**config.mk**
```make
export PLATFORM = sky130hd
export DESIGN_NAME = stoken_rx_sync
export DESIGN_NICKNAME = d
export VERILOG_FILES = /design/src/rtl/stoken_pkg.sv /design/src/rtl/sync_ff.sv /design/src/rtl/stoken_rx_sync.sv
export SDC_FILE = /design/constraint.sdc
export NUM_CORES = 1
export LEC_CHECK = 0
export CORE_MARGIN = 4
export CORE_UTILIZATION = 45
export CTS_CLUSTER_DIAMETER = 30
export CTS_CLUSTER_SIZE = 40
export DETAILED_ROUTE_END_ITERATION = 12
export HOLD_SLACK_MARGIN = 0.15
export PLACE_DENSITY = 0.68
export SYNTH_ARGS = -nofsm -noshare
export SYNTH_HDL_FRONTEND = slang
export SYNTH_SLANG_ARGS = --single-unit
```
**constraint.sdc**
```tcl
create_clock -name clk -period 13.7 [get_ports clk]
set_input_delay 4.11 -clock clk [delete_from_list [all_inputs] [get_ports clk]]
set_output_delay 4.11 -clock clk [all_outputs]
set_load 0.02 [all_outputs]
```
**src/rtl/stoken_pkg.sv**
```systemverilog
// Shared definitions for the self-timed token pipeline receive/transmit edges.
// Token layout is node | gen | operand, MSB first.
package stoken_pkg;

  localparam int NODE_W = 16;
  localparam int GEN_W  = 12;
  localparam int OPR_W  = 32;
  localparam int DATA_W = NODE_W + GEN_W + OPR_W;

  typedef struct packed {
    logic [NODE_W-1:0] node;
    logic [GEN_W-1:0]  gen;
    logic [OPR_W-1:0]  opr;
  } token_t;

  typedef enum logic [1:0] {
    DRAIN = 2'd0,
    IDLE  = 2'd1,
    ACK   = 2'd2
  } rx_state_e;

endpackage

```
**src/rtl/sync_ff.sv**
```systemverilog
// Multi-flop synchroniser for a single asynchronous control bit.
// The flops are cleared by rst so the synchronised level is known after reset.
module sync_ff #(
  parameter int SYNC_STAGES = 2
) (
  input  logic clk,
  input  logic rst,
  input  logic d_i,
  output logic q_o
);

  logic [SYNC_STAGES-1:0] sync_q;
  logic [SYNC_STAGES-1:0] sync_d;

  always_comb begin
    sync_d = {sync_q[SYNC_STAGES-2:0], d_i};
  end

  always_ff @(posedge clk) begin
    if (rst) begin
      sync_q <= '0;
    end else begin
      sync_q <= sync_d;
    end
  end

  assign q_o = sync_q[SYNC_STAGES-1];

endmodule

```
**src/rtl/stoken_rx_sync.sv**
```systemverilog
// Clocked receiver for the self-timed token pipeline: synchronises the 4-phase
// send line, captures bundled data into a small FIFO and offers it via valid/ready.
module stoken_rx_sync #(
  parameter int DATA_W      = stoken_pkg::DATA_W,
  parameter int DEPTH       = 4,
  parameter int SYNC_STAGES = 2
) (
  input  logic                       clk,
  input  logic                       rst,
  input  logic                       send_i,
  input  logic [DATA_W-1:0]          data_i,
  output logic                       ack_o,
  output logic                       tok_valid_o,
  output logic [DATA_W-1:0]          tok_data_o,
  input  logic                       tok_ready_i,
  output logic [$clog2(DEPTH):0]     fifo_cnt_o,
  output logic [15:0]                rx_cnt_o
);

  import stoken_pkg::*;

  localparam int PTR_W  = $clog2(DEPTH);
  localparam int CNT_W  = PTR_W + 1;
  localparam int DWEL_W = $clog2(SYNC_STAGES + 1);

  logic              send_s;
  rx_state_e         state_q, state_d;
  logic [DWEL_W-1:0] dwell_q, dwell_d;
  logic [PTR_W-1:0]  wr_ptr_q, wr_ptr_d;
  logic [PTR_W-1:0]  rd_ptr_q, rd_ptr_d;
  logic [CNT_W-1:0]  cnt_q, cnt_d;
  logic [15:0]       rx_cnt_q, rx_cnt_d;
  logic [DATA_W-1:0] mem_q [DEPTH];
  logic              push;
  logic              pop;
  logic              full;

  sync_ff #(
    .SYNC_STAGES (SYNC_STAGES)
  ) u_send_sync (
    .clk (clk),
    .rst (rst),
    .d_i (send_i),
    .q_o (send_s)
  );

  assign full = (cnt_q == CNT_W'(DEPTH));
  assign pop  = (cnt_q != '0) && tok_ready_i;

  // DRAIN dwells until the cleared synchroniser reflects the live send line,
  // otherwise a request held high across reset would read as low and be re-captured.
  always_comb begin
    state_d = state_q;
    dwell_d = dwell_q;
    unique case (state_q)
      DRAIN: begin
        if (dwell_q != DWEL_W'(SYNC_STAGES)) begin
          dwell_d = dwell_q + 1'b1;
        end else if (!send_s) begin
          state_d = IDLE;
        end
      end
      IDLE: begin
        if (send_s && !full) begin
          state_d = ACK;
        end
      end
      ACK: begin
        if (!send_s) begin
          state_d = IDLE;
        end
      end
      default: state_d = DRAIN;
    endcase
  end

  always_comb begin
    ack_o = (state_q == ACK);
    push  = (state_q == IDLE) && send_s && !full;
  end

  always_comb begin
    wr_ptr_d = wr_ptr_q + PTR_W'(push);
    rd_ptr_d = rd_ptr_q + PTR_W'(pop);
    cnt_d    = cnt_q + CNT_W'(push) - CNT_W'(pop);
    rx_cnt_d = rx_cnt_q + 16'(push);
  end

  always_ff @(posedge clk) begin
    if (rst) begin
      state_q  <= DRAIN;
      dwell_q  <= '0;
      wr_ptr_q <= '0;
      rd_ptr_q <= '0;
      cnt_q    <= '0;
      rx_cnt_q <= '0;
    end else begin
      state_q  <= state_d;
      dwell_q  <= dwell_d;
      wr_ptr_q <= wr_ptr_d;
      rd_ptr_q <= rd_ptr_d;
      cnt_q    <= cnt_d;
      rx_cnt_q <= rx_cnt_d;
    end
  end

  // Payload storage is not reset; emptiness is tracked by cnt_q alone.
  always_ff @(posedge clk) begin
    if (push) begin
      mem_q[wr_ptr_q] <= data_i;
    end
  end

  assign tok_valid_o = (cnt_q != '0);
  assign tok_data_o  = tok_valid_o ? mem_q[rd_ptr_q] : '0;
  assign fifo_cnt_o  = cnt_q;
  assign rx_cnt_o    = rx_cnt_q;

endmodule

```
Yosys cells after proc, flatten, opt, wreduce, memory -nomap -nowiden --
Memory sizes are Yosys's and may differ from the RTL's. A register that Yosys moved wholly into a read port is not among the register bits. Index checks and enable logic that the tools add are counted.
Operators by class: $add $sub $neg 6, eq/ne operators 6, muxes and demuxes 8, reductions and logical operators 9
Operators by type and width (count):
- 60-bit 2-to-1 mux | 1
- 16-bit by 1-bit adder with 16-bit output | 1
- 2-bit 2-to-1 mux | 4
- 2-bit inequality test (second input constant) | 3
- 2-bit case mux with 3 select lines | 1
- 2-bit by 1-bit adder with 2-bit output | 2
- 1-bit logical AND | 4
- 2-bit AND reduction | 2
- 3-bit by 1-bit adder with 3-bit output | 1
- 3-bit == test (second input constant) | 1
- 3-bit nonzero test | 1
- 3-bit by 1-bit subtractor with 3-bit output | 1
- 2-bit by 1-bit adder with 2-bit output (second input constant) | 1
- 2-bit by 1-bit == test with 1-bit output (second input constant) | 1
- 2-bit == test (second input constant) | 1
- 2-bit logical NOT | 1
- 1-bit 2-to-1 mux | 2
- 1-bit logical NOT | 1
Storage, ports and cells: register bits after elaboration 29, memory bits (writable) 240, memories kept 1
Memories:
- mem_q | words 4, width 60, rd ports 1, clocked after memory_dff 1, wr ports 1, RTL line stoken_rx_sync.sv:33 | logic [DATA_W-1:0] mem_q [DEPTH];

Longest topological paths before layout --
Gate-level depths: netlist of run 1.
depth after elaboration 5, gate-level depth with buffers 9, mapped depth without buffers 9

Hierarchy --
From an unflattened synthesis of run 1, not the netlist that was laid out.
Unflattened totals: cell total of the unflattened synthesis 519, area total of the unflattened synthesis 10371.2 sq um
By module, submodules not included:
- stoken_rx_sync | times used 1, cells an instance 515, area an instance 10318.6 sq um, sequential area each 7747.4 sq um
- sync_ff | times used 1, cells an instance 4, area an instance 52.6 sq um, sequential area each 40.0 sq um

Least setup slack after synthesis of run 1 --
Ideal clock, no wire load.
path type flip-flop to flip-flop, from register cnt_q[1], in the netlist fifo_cnt_o[1], to memory mem_q[1][0] in the netlist's numbering, enable pin, library setup time 0.564 ns, arrival 5.369 ns, required time 13.136 ns, path slack 7.766 ns, cell stages (with the launch flop) 4, path buffers 0, clock period less this slack 5.934 ns, cells stage by stage dfxtp_1 -> or3b_1 -> nand4b_1 -> nor3b_1
Between the ends: cells in the longest elaborated chain, start to end 5
RTL lines:
- start: declaration | RTL line stoken_rx_sync.sv:31 | logic [CNT_W-1:0] cnt_q, cnt_d;
- start signal: assignment | RTL line stoken_rx_sync.sv:102 | cnt_q <= cnt_d;
- 3-bit == test | RTL line stoken_rx_sync.sv:47 | assign full = (cnt_q == CNT_W'(DEPTH));
- 1-bit logical NOT | RTL line stoken_rx_sync.sv:79 | push = (state_q == IDLE) && send_s && !full;
- 1-bit logical AND | RTL line stoken_rx_sync.sv:79
- 1-bit 2-to-1 mux | RTL line stoken_rx_sync.sv:109 | if (push) begin
- 1-bit 2-to-1 mux (implied by the code) | RTL line stoken_rx_sync.sv:110 | mem_q[wr_ptr_q] <= data_i;
- end: declaration | RTL line stoken_rx_sync.sv:33
No other way between the ends.

==> results of run 1 <==
[logic make-up (layout without fill, tap and decap cells)]
group	count (synthesis)	in the layout	share of synthesized area
adders and majority gates	6	6	0.007962
DFF	269	269	0.7509
xor gates and xnor gates	10	10	0.008446
muxes	65	65	0.1357
AOI/OAI and AO/OA	19	19	0.01122
and+or+nand+nor	119	119	0.06864
buffers and inverters	33	256	0.01713
[registers in the layout, summed over array words and instances (netlist names)]
register,cells
rd_ptr_q,2
mem_q,240
state_q,2
u_send_sync.sync_q,2
wr_ptr_q,2
fifo_cnt_o,3
dwell_q,2
rx_cnt_o,16
[synth_stat cells (2+ instances only)]
master,instances
dfxtp_1,29
o21ai_0,4
xor2_1,3
nand3_1,4
buf_6,6
or4_1,2
edfxtp_1,240
mux4_2,60
nor3_1,2
a21oi_1,8
nor4_1,5
nor2_1,14
and2_1,60
xnor2_1,7
or3_1,5
inv_1,7
nand4_1,3
clkbuf_1,14
o31ai_1,3
nand2_1,4
buf_2,4
ha_1,5
nor2b_1,13
nor3b_1,2
mux2_1,4
[power by group]
part,switching [mW],leakage (nW),internal [mW]
clock network,0.397,0.869,0.853
registers,0.0498,2.39,0.910
logic,0.314,1.30,0.357
total,0.760,4.56,2.12
[area by class of cell]
class | count | area, um2 | area share
sequential | 269 | 7795 | 0.5616
multi-input combinational | 219 | 2427 | 0.1749
timing repair buffer | 151 | 1494 | 0.1076
clock buffer | 65 | 1434 | 0.1033
tap | 285 | 356.6 | 0.02569
clock inverter | 32 | 344.1 | 0.02479
inverter | 8 | 30.03 | 0.002163
[worst paths after layout]
| kind | end | slack (ns) | cells past startpoint |
|---|---|---|---|
| worst max-delay path | tok_data_o[59] | 6.31 | 4 |
| worst min-delay path | u_send_sync.sync_q[1]$_SDFF_PP0_ | 0.48 | 1 |
| worst max register to register | mem_q[2][12]$_DFFE_PP_ | 10.67 | 4 |
| worst min register to register | u_send_sync.sync_q[1]$_SDFF_PP0_ | 0.48 | 1 |
[worst register-to-register path, stage by stage, from the launching register on]
cell	delay [ns]
dfxtp_1	0.45
or3b_1	0.19
nand4b_1	0.34
nor3b_2	0.87
buf_4	0.77
[per-layer routing]
| metal | up-vias | share of wire | global-route usage |
|---|---|---|---|
| met4 | 2 | 0.016 | 0.05006 |
| li1 | 2451 | - | - |
| met3 | 30 | 0.081 | 0.05523 |
| met2 | 195 | 0.50 | 0.2715 |
| met5 | - | 0.00059 | 0 |
| met1 | 2748 | 0.40 | 0.1984 |
[metrics by stage]
step / std cells / utilization / hold WS [ns] / power [mW]
final: 1029 / 0.6131 / 0.4782 / 2.881
after detailed placement: 932 / 0.5346 / 0.4565 / 1.660
after global placement: 932 / 0.5346 / 0.4556 / 1.656
after CTS: 1029 / 0.6131 / 0.4826 / 2.923
after floorplan: 521 / - / 0.4138 / 1.377
after global routing: 1029 / 0.6131 / 0.4934 / 3.009
==> impl_metrics.csv, run 1 <==
group,metric,value,unit
floorplanning,start_util,0.4581,
job,maxCapViolCount,0,
worst_setup_path,required,9.59,ns
worst_setup_path,worst-path-buf-inv,2,
sta,fmax,0.1353,GHz
floorplanning,row_count,55,
worst_setup_path,reg2reg_from,"fifo_cnt_o[1]$_SDFF_PP0_",
hold_path,min_from,"u_send_sync.sync_q[0]$_SDFF_PP0_",
worst_setup_path,worst-path-max-fanout,32,
sta,clock_skew,0.01406,ns
pwr,power_density,207.5,mW/mm2
drt,antenna_left,0,
global_routing,grt_overflow_total,0,
sta,period_needed,7.391,ns
synth,synth_top_area_share,0.6949,
sta,finalSetupViolations,0,
final_layout,drive_above_1_share,0.2151,
clock_network,post_cts_buffers,0,
synth,syn_inst,521,
synth,ys_seq_area_frac,0.7509,
placement,place_hpwl,11700,um
pwr,ir_drop,0.1200,mV
global_routing,grt_pass1_wl,32570,um
hold_path,min_path_type,"flop to flop",
synth,syn_avg_cell_area,19.91,um2
drt,vias_per_cell,5.273,
synth,syn_area,0.01037,mm2
worst_setup_path,crit_family,"buffers and inverters",
drt,drt_iter0_markers,285,
floorplanning,core-area,0.02264,mm2
global_routing,grt_pass1_vias,6090,
worst_setup_path,crit_path_cell_trace,"buf_4 > mux4_2 > and2_1 > clkdlybuf4s50_1",
synth,yosysTopAreaCell,"edfxtp_1",
synth,ys.flop_type,"edfxtp_1",
global_routing,track_usage,0.1612,
final_layout,mostFrequentLayoutCell,"edfxtp_1",
clock_network,hold_buffers,0,
clock_network,insertion_delay,0.54,ns
synth,synthDistinctLibCells,38,
global_routing,grt_max_degree,63,
final_layout,nets,774,
worst_setup_path,cp-end-kind,"output port",
final_layout,final_cell_mix,"240 x edfxtp_1, 144 x clkdlybuf4s50_1, 60 x mux4_2, 60 x and2_1, 55 x clkbuf_16",
floorplanning,die_w,159.8,um
sta,fin_ws,6.309,ns
synth,synth_warnings,0,
global_routing,antenna_found_initial,1,
placement,post-place-ws,6.739,ns
status,run_status,"complete, no violations",
sta,max_slew.worst_pin.slew,1.062,ns
worst_setup_path,critical-path-max-stage-delay,0.78,ns
clock_network,post_cts_resized,0,
worst_setup_path,path_class,"flop to output port",
pwr,p_leak,4.565,nW
worst_setup_path,critical_path.startpoint_type,"flop",
worst_setup_path,worst_ep_arrival_time,3.28,ns
sta,drv_slew,0,
drt,post_drt_wl_per_cell,19.78,um
clock_network,cts_tree,"done",
clock_network,cts_sinks,269,
placement,post_dp_cell_area,0.01210,mm2
final_layout,antennaDiodeCount,0,
floorplanning,chipHeight,159.8,um
synth,synth_edf_count,240,
final_layout,area_growth,33.84,%
placement,gp_congestion,0.7993,
final_layout,finalInstanceArea,0.01388,mm2
sta,hold_viol,0,
floorplanning,die-area,0.02554,mm2
sta,fin_crit_sh,0.5395,
clock_network,numCtsBuffers,55,
drt,num_vias,5426,
worst_setup_path,slowest_stage,"dfxtp_4",
synth,async_reset_ff_frac,0,
final_layout,fill_cells,1593,
floorplanning,ios,145,
sta,setup_tns,0,ns
placement,port-buffer-count,144,
drt,drt-pass1-iter-count,5,
drt,drc,0,
worst_setup_path,crit_start,"rd_ptr_q[0]$_SDFF_PP0_",
synth,syn_nets,591,
synth,synth.area.top_cells,"edfxtp_1 69%, mux4_2 13%, dfxtp_1 5.6%",
clock_network,path_clk_slew,0.04,ns
clock_network,clk_root_buffer_cell,"clkbuf_16",
sta,relSlewSlack,0.2923,
clock_network,htreeDepth,2,
drt,wl,20360,um
clock_network,clockBufferDepth,3,
sta,rsz0062_at_grt,"no",
synth,ys_ff_latch,269,
Power figures use the tool's default switching activity.
==> run 2, diff against run 1 <==
- clock period: 13.7 -> 6.8 ns (I/O delays scaled with it)
==> run 2 against run 1 <==
  * Non-clock buffer count is 1 higher
  * Clock power up 92%
  * Flip-flop and latch count is the same
  * Utilization shrank 0.39 points
  * Routed wire length grew 0.34%
  * Hold slack worse by 0.049 ns
  * Global-route usage is 0.13 points higher
  * Clock-buffer cell count fell by 8
  * Sequential power grew 100%
  * Power rose by 98%
  * Critical path type unchanged
  * Worst setup slack worse by 4.8 ns
==> impl_metrics.csv, run 2 (synthesized netlist as in run 1, its figures left out) <==
group,metric,value,unit
drt,drc,0,
clock_network,hold_buffers,0,
clock_network,numCtsBuffers,49,
worst_setup_path,worst-path-buf-inv,2,
worst_setup_path,reg2reg_from,"fifo_cnt_o[1]$_SDFF_PP0_",
sta,fmax,0.1888,GHz
sta,holdWs,0.4295,ns
final_layout,drive_above_1_share,0.2233,
sta,drv_slew,0,
pwr,ir_drop,0.2265,mV
worst_setup_path,slowest_stage,"dfxtp_4",
drt,vias_per_cell,5.294,
final_layout,largest_reg_flops,240,
floorplanning,die-area,0.02554,mm2
pwr,power.internal,4.172,mW
final_layout,final_cell_mix,"240 x edfxtp_1, 144 x clkdlybuf4s50_1, 60 x mux4_2, 60 x and2_1, 51 x clkbuf_16",
floorplanning,ios,145,
pwr,power_density,412.8,mW/mm2
clock_network,path_clk_slew,0.05,ns
global_routing,grt_overflow_total,0,
placement,gp_congestion,0.7947,
hold_path,min_to,"u_send_sync.sync_q[1]$_SDFF_PP0_",
worst_setup_path,worst-path-max-fanout,51,
clock_network,htreeDepth,2,
clock_network,clk_root_buffer_cell,"clkbuf_16",
worst_setup_path,worst_ep_arrival_time,3.26,ns
sta,clock_skew,0.01785,ns
clock_network,cts_tree,"done",
sta,max_slew.worst_pin.slew,1.060,ns
worst_setup_path,critical_path.startpoint_type,"flop",
pwr,switchingPower,1.521,mW
pwr,clkPwrFrac,0.422,
drt,wl_met1,8470,um
pwr,swShare,0.2672,
worst_setup_path,required,4.76,ns
drt,wl_met2,10110,um
clock_network,cts_sinks,269,
floorplanning,start_util,0.4581,
drt,dr.max_layer_used,"met5",
floorplanning,row_count,55,
worst_setup_path,crit_family,"flip-flops",
hold_path,worstHoldPathCells,1,
drt,drt_iter0_markers,359,
pwr,pwr-share-seq,0.345,
pwr,p_comb_frac,0.233,
final_layout,fill_cells,1593,
job,maxCapViolCount,0,
floorplanning,chipHeight,159.8,um
clock_network,post_cts_buffers,0,
clock_network,insertion_delay,0.53,ns
worst_setup_path,critical-path-max-stage-delay,1.04,ns
drt,drt-pass1-iter-count,4,
drt,wl,20430,um
worst_setup_path,rr_endpoint,"rx_cnt_o[10]$_SDFF_PP0_",
drt,dr_wl_met3,1552,um
hold_path,min_from,"u_send_sync.sync_q[0]$_SDFF_PP0_",
final_layout,regMostFlops,"mem_q",
pwr,p_leak,4.510,nW
final_layout,antennaDiodeCount,0,
worst_setup_path,r2r_slack,4.16,ns
sta,relSlewSlack,0.2932,
worst_setup_path,cp-end-kind,"output port",
sta,setup_tns,0,ns
worst_setup_path,r2r_cells,8,
sta,fin_crit_sh,0.7788,
placement,port-buffer-count,144,
floorplanning,die_w,159.8,um
floorplanning,core-area,0.02264,mm2
worst_setup_path,crit_cells,4,
final_layout,nets,769,
drt,antenna_left,0,
final_layout,mostFrequentLayoutCell,"edfxtp_1",
drt,num_vias,5421,
worst_setup_path,crit_path_cell_trace,"buf_4 > mux4_2 > and2_1 > clkdlybuf4s50_1",
sta,period_needed,5.296,ns
sta,hold_viol,0,
status,run_status,"complete, no violations",
drt,post_drt_wl_per_cell,19.95,um
worst_setup_path,path_class,"flop to output port",
sta,rsz0062_at_grt,"no",
global_routing,grt_pass1_wl,33120,um
global_routing,grt_pass1_vias,6071,
placement,post-place-ws,1.953,ns
placement,place_hpwl,11790,um
global_routing,grt_max_degree,63,
clock_network,clockBufferDepth,3,
global_routing,antenna_found_initial,1,
sta,fin_ws,1.504,ns
final_layout,area_growth,33.00,%
global_routing,track_usage,0.1625,
clock_network,post_cts_resized,0,
sta,finalSetupViolations,0,
hold_path,min_path_type,"flop to flop",
## run 2: cell count changes in the layout (fill, tap and decap cells not counted), sizes merged
cell,delta
clkbuf,-8
buf,+1
clkinvlp,+7
clkinv,-2
inv,-3
## run 2: worst register-to-register path, delay by kind of cell (launching register included)
kind,cells,cell delay (ns)
and+or+nand+nor,4,0.97
muxes,1,0.38
adders and majority gates,2,0.53
buffers and inverters,1,0.22
DFF,1,0.45
## run 2: area by class of cell
type | count | area (um2) | share of cell area
Clock buffer | 57 | 1319 | 0.09561
Clock inverter | 34 | 364.1 | 0.02640
Multi-Input combinational cell | 219 | 2427 | 0.1760
Tap cell | 285 | 356.6 | 0.02585
Inverter | 8 | 30.03 | 0.002177
Timing Repair Buffer | 152 | 1501 | 0.1089
Sequential cell | 269 | 7795 | 0.5651
## run 2: stage by stage
step	utilization	std cells	power, mW	instance area (um2)
3_5_place_dp	0.5349	933	3.350	12110
2_1_floorplan	-	521	2.775	10370
3_3_place_gp	0.5349	933	3.330	12110
5_1_grt	0.6092	1024	5.944	13790
4_1_cts	0.6092	1024	5.770	13790
6_report	0.6092	1024	5.693	13790
## run 2: per-layer routing
layer,vias up,track usage
met5,-,0
met4,2,0.04615
met3,32,0.05342
met2,176,0.2688
met1,2768,0.2082
li1,2443,-
## run 2: worst max-delay path by stage
stage / endpoint / startpoint
after CTS: tok_data_o[29] / rd_ptr_q[0]$_SDFF_PP0_
final: tok_data_o[29] / rd_ptr_q[0]$_SDFF_PP0_
after global routing: tok_data_o[29] / rd_ptr_q[0]$_SDFF_PP0_
after global placement: tok_data_o[11] / rd_ptr_q[0]$_SDFF_PP0_
after floorplan: mem_q[1][0]$_DFFE_PP_ / fifo_cnt_o[1]$_SDFF_PP0_
after detailed placement: tok_data_o[29] / rd_ptr_q[0]$_SDFF_PP0_
## run 2: power groups by stage
stage	Clock, mW	Sequential, mW	Combinational, mW
2_1_floorplan	0	1.89	0.889
3_3_place_gp	0	2.00	1.33
3_5_place_dp	0	2.00	1.35
4_1_cts	2.44	1.97	1.35
5_1_grt	2.54	1.98	1.42
6_report	2.40	1.96	1.33
==> run 3, diff against run 2 <==
- clock period: 6.8 -> 5.2 ns (I/O delays scaled with it)
==> run 3 against run 2 <==
  * Routed wire length is 0.70% higher
  * Non-clock buffer count is 3 lower
  * Clock-buffer cell count is 1 lower
  * Global-route usage hardly changed
  * Largest power group unchanged
  * First-iteration DRC count is 11% lower
==> impl_metrics.csv, run 3 (synthesized netlist as in run 1, its figures left out) <==
group,metric,value,unit
clock_network,clockBufferDepth,3,
worst_setup_path,critical_path.startpoint_type,"flop",
sta,setup_tns,0,ns
placement,post-place-ws,1.229,ns
worst_setup_path,cp-end-kind,"output port",
clock_network,hold_buffers,0,
sta,fmax,0.2258,GHz
drt,antenna_left,0,
sta,period_needed,4.428,ns
clock_network,path_clk_slew,0.04,ns
final_layout,drive_above_1_share,0.2219,
global_routing,antenna_found_initial,0,
sta,fin_ws,0.7715,ns
sta,finalSetupViolations,0,
floorplanning,chipHeight,159.8,um
clock_network,post_cts_buffers,0,
clock_network,htreeDepth,2,
global_routing,grt_pass1_vias,5991,
clock_network,insertion_delay,0.53,ns
sta,fin_crit_sh,0.8516,
floorplanning,die-area,0.02554,mm2
sta,max_slew.worst_pin.slew,1.089,ns
drt,drc,0,
worst_setup_path,path_class,"flop to output port",
floorplanning,start_util,0.4581,
sta,relSlewSlack,0.2742,
drt,num_vias,5412,
worst_setup_path,critical-path-max-stage-delay,0.65,ns
sta,hold_viol,0,
worst_setup_path,crit_path_cell_trace,"buf_12 > mux4_2 > and2_1 > clkdlybuf4s50_1",
pwr,power_density,559.5,mW/mm2
worst_setup_path,r2r_cells,4,
status,run_status,"complete, no violations",
worst_setup_path,slowest_stage,"dfxtp_4",
global_routing,grt_overflow_total,0,
placement,place_hpwl,11640,um
clock_network,numCtsBuffers,50,
pwr,ir_drop,0.3142,mV
pwr,p_leak,4.589,nW
floorplanning,die_w,159.8,um
drt,vias_per_cell,5.285,
placement,port-buffer-count,144,
floorplanning,row_count,55,
final_layout,area_growth,35.18,%
drt,wl,20570,um
worst_setup_path,required,3.64,ns
drt,drt_iter0_markers,319,
floorplanning,ios,145,
floorplanning,core-area,0.02264,mm2
final_layout,largest_reg_flops,240,
global_routing,grt_pass1_wl,32920,um
final_layout,fill_cells,1596,
final_layout,nets,767,
placement,gp_congestion,0.8134,
final_layout,mostFrequentLayoutCell,"edfxtp_1",
worst_setup_path,worst_ep_arrival_time,2.87,ns
job,maxCapViolCount,0,
hold_path,worstHoldPathCells,1,
hold_path,min_path_type,"flop to flop",
final_layout,final_cell_mix,"240 x edfxtp_1, 144 x clkdlybuf4s50_1, 60 x mux4_2, 60 x and2_1, 53 x clkbuf_16",
drt,drt-pass1-iter-count,4,
clock_network,clk_root_buffer_cell,"clkbuf_16",
clock_network,cts_tree,"done",
global_routing,grt_max_degree,63,
final_layout,regMostFlops,"mem_q",
placement,dp.cells,930,
clock_network,post_cts_resized,0,
worst_setup_path,worst-path-max-fanout,40,
drt,post_drt_wl_per_cell,20.08,um
sta,clock_skew,0.01809,ns
clock_network,cts_sinks,269,
final_layout,fin_cells,1024,
final_layout,antennaDiodeCount,0,
global_routing,track_usage,0.1621,
sta,rsz0062_at_grt,"no",
sta,drv_slew,0,
-- run 3: final timing paths --
check / start / to / slack, ns
min: u_send_sync.sync_q[0]$_SDFF_PP0_ / u_send_sync.sync_q[1]$_SDFF_PP0_ / 0.46
max reg2reg: fifo_cnt_o[1]$_SDFF_PP0_ / mem_q[1][31]$_DFFE_PP_ / 2.28
max: rd_ptr_q[0]$_SDFF_PP0_ / tok_data_o[19] / 0.77
min reg2reg: u_send_sync.sync_q[0]$_SDFF_PP0_ / u_send_sync.sync_q[1]$_SDFF_PP0_ / 0.46
-- run 3: where the power goes --
part / total, mW / switching (mW) / leakage (nW) / internal [mW]
sequential: 2.51 / 0.112 / 2.39 / 2.40
clock: 3.53 / 1.04 / 0.903 / 2.49
combinational: 1.81 / 0.853 / 1.29 / 0.953
total: 7.84 / 2.00 / 4.59 / 5.84
-- run 3: routing by layer --
layer  routed length (um)  global-route usage  share of wire  vias up
met5                    0                   0              0        -
met4                  361             0.04341          0.018        0
met3                 1366             0.05316          0.066       36
met2                10430              0.2761           0.51      167
met1                 8406              0.2015           0.41     2769
li1                     -                   -              -     2440
-- run 3: final cells by class --
type / instances / area [um2] / area share
inverter: 8 / 30.03 / 0.002142
clock buffer: 56 / 1338 / 0.09540
timing repair buffer: 149 / 1504 / 0.1073
sequential: 269 / 7795 / 0.5560
clock inverter: 38 / 550.5 / 0.03927
tap: 285 / 356.6 / 0.02544
multi-input combinational: 219 / 2446 / 0.1745
-- run 3: stage by stage --
stage / hold WS, ns / power [mW] / area [um2] / util
finish: 0.4594 / 7.844 / 14020 / 0.6192
global route: 0.4683 / 8.165 / 14020 / 0.6192
CTS: 0.4621 / 7.950 / 14020 / 0.6192
detailed placement: 0.4549 / 4.393 / 12130 / 0.5358
global placement: 0.4566 / 4.377 / 12130 / 0.5358
floorplan: 0.4138 / 3.628 / 10390 / -
-- run 3: critical path, delay by kind of cell, from the launching register on --
kind                   cells  cell delay (ns)
and+or+nand+nor            1             0.18
muxes                      1             0.56
buffers and inverters      2             0.92
DFF                        1             0.65
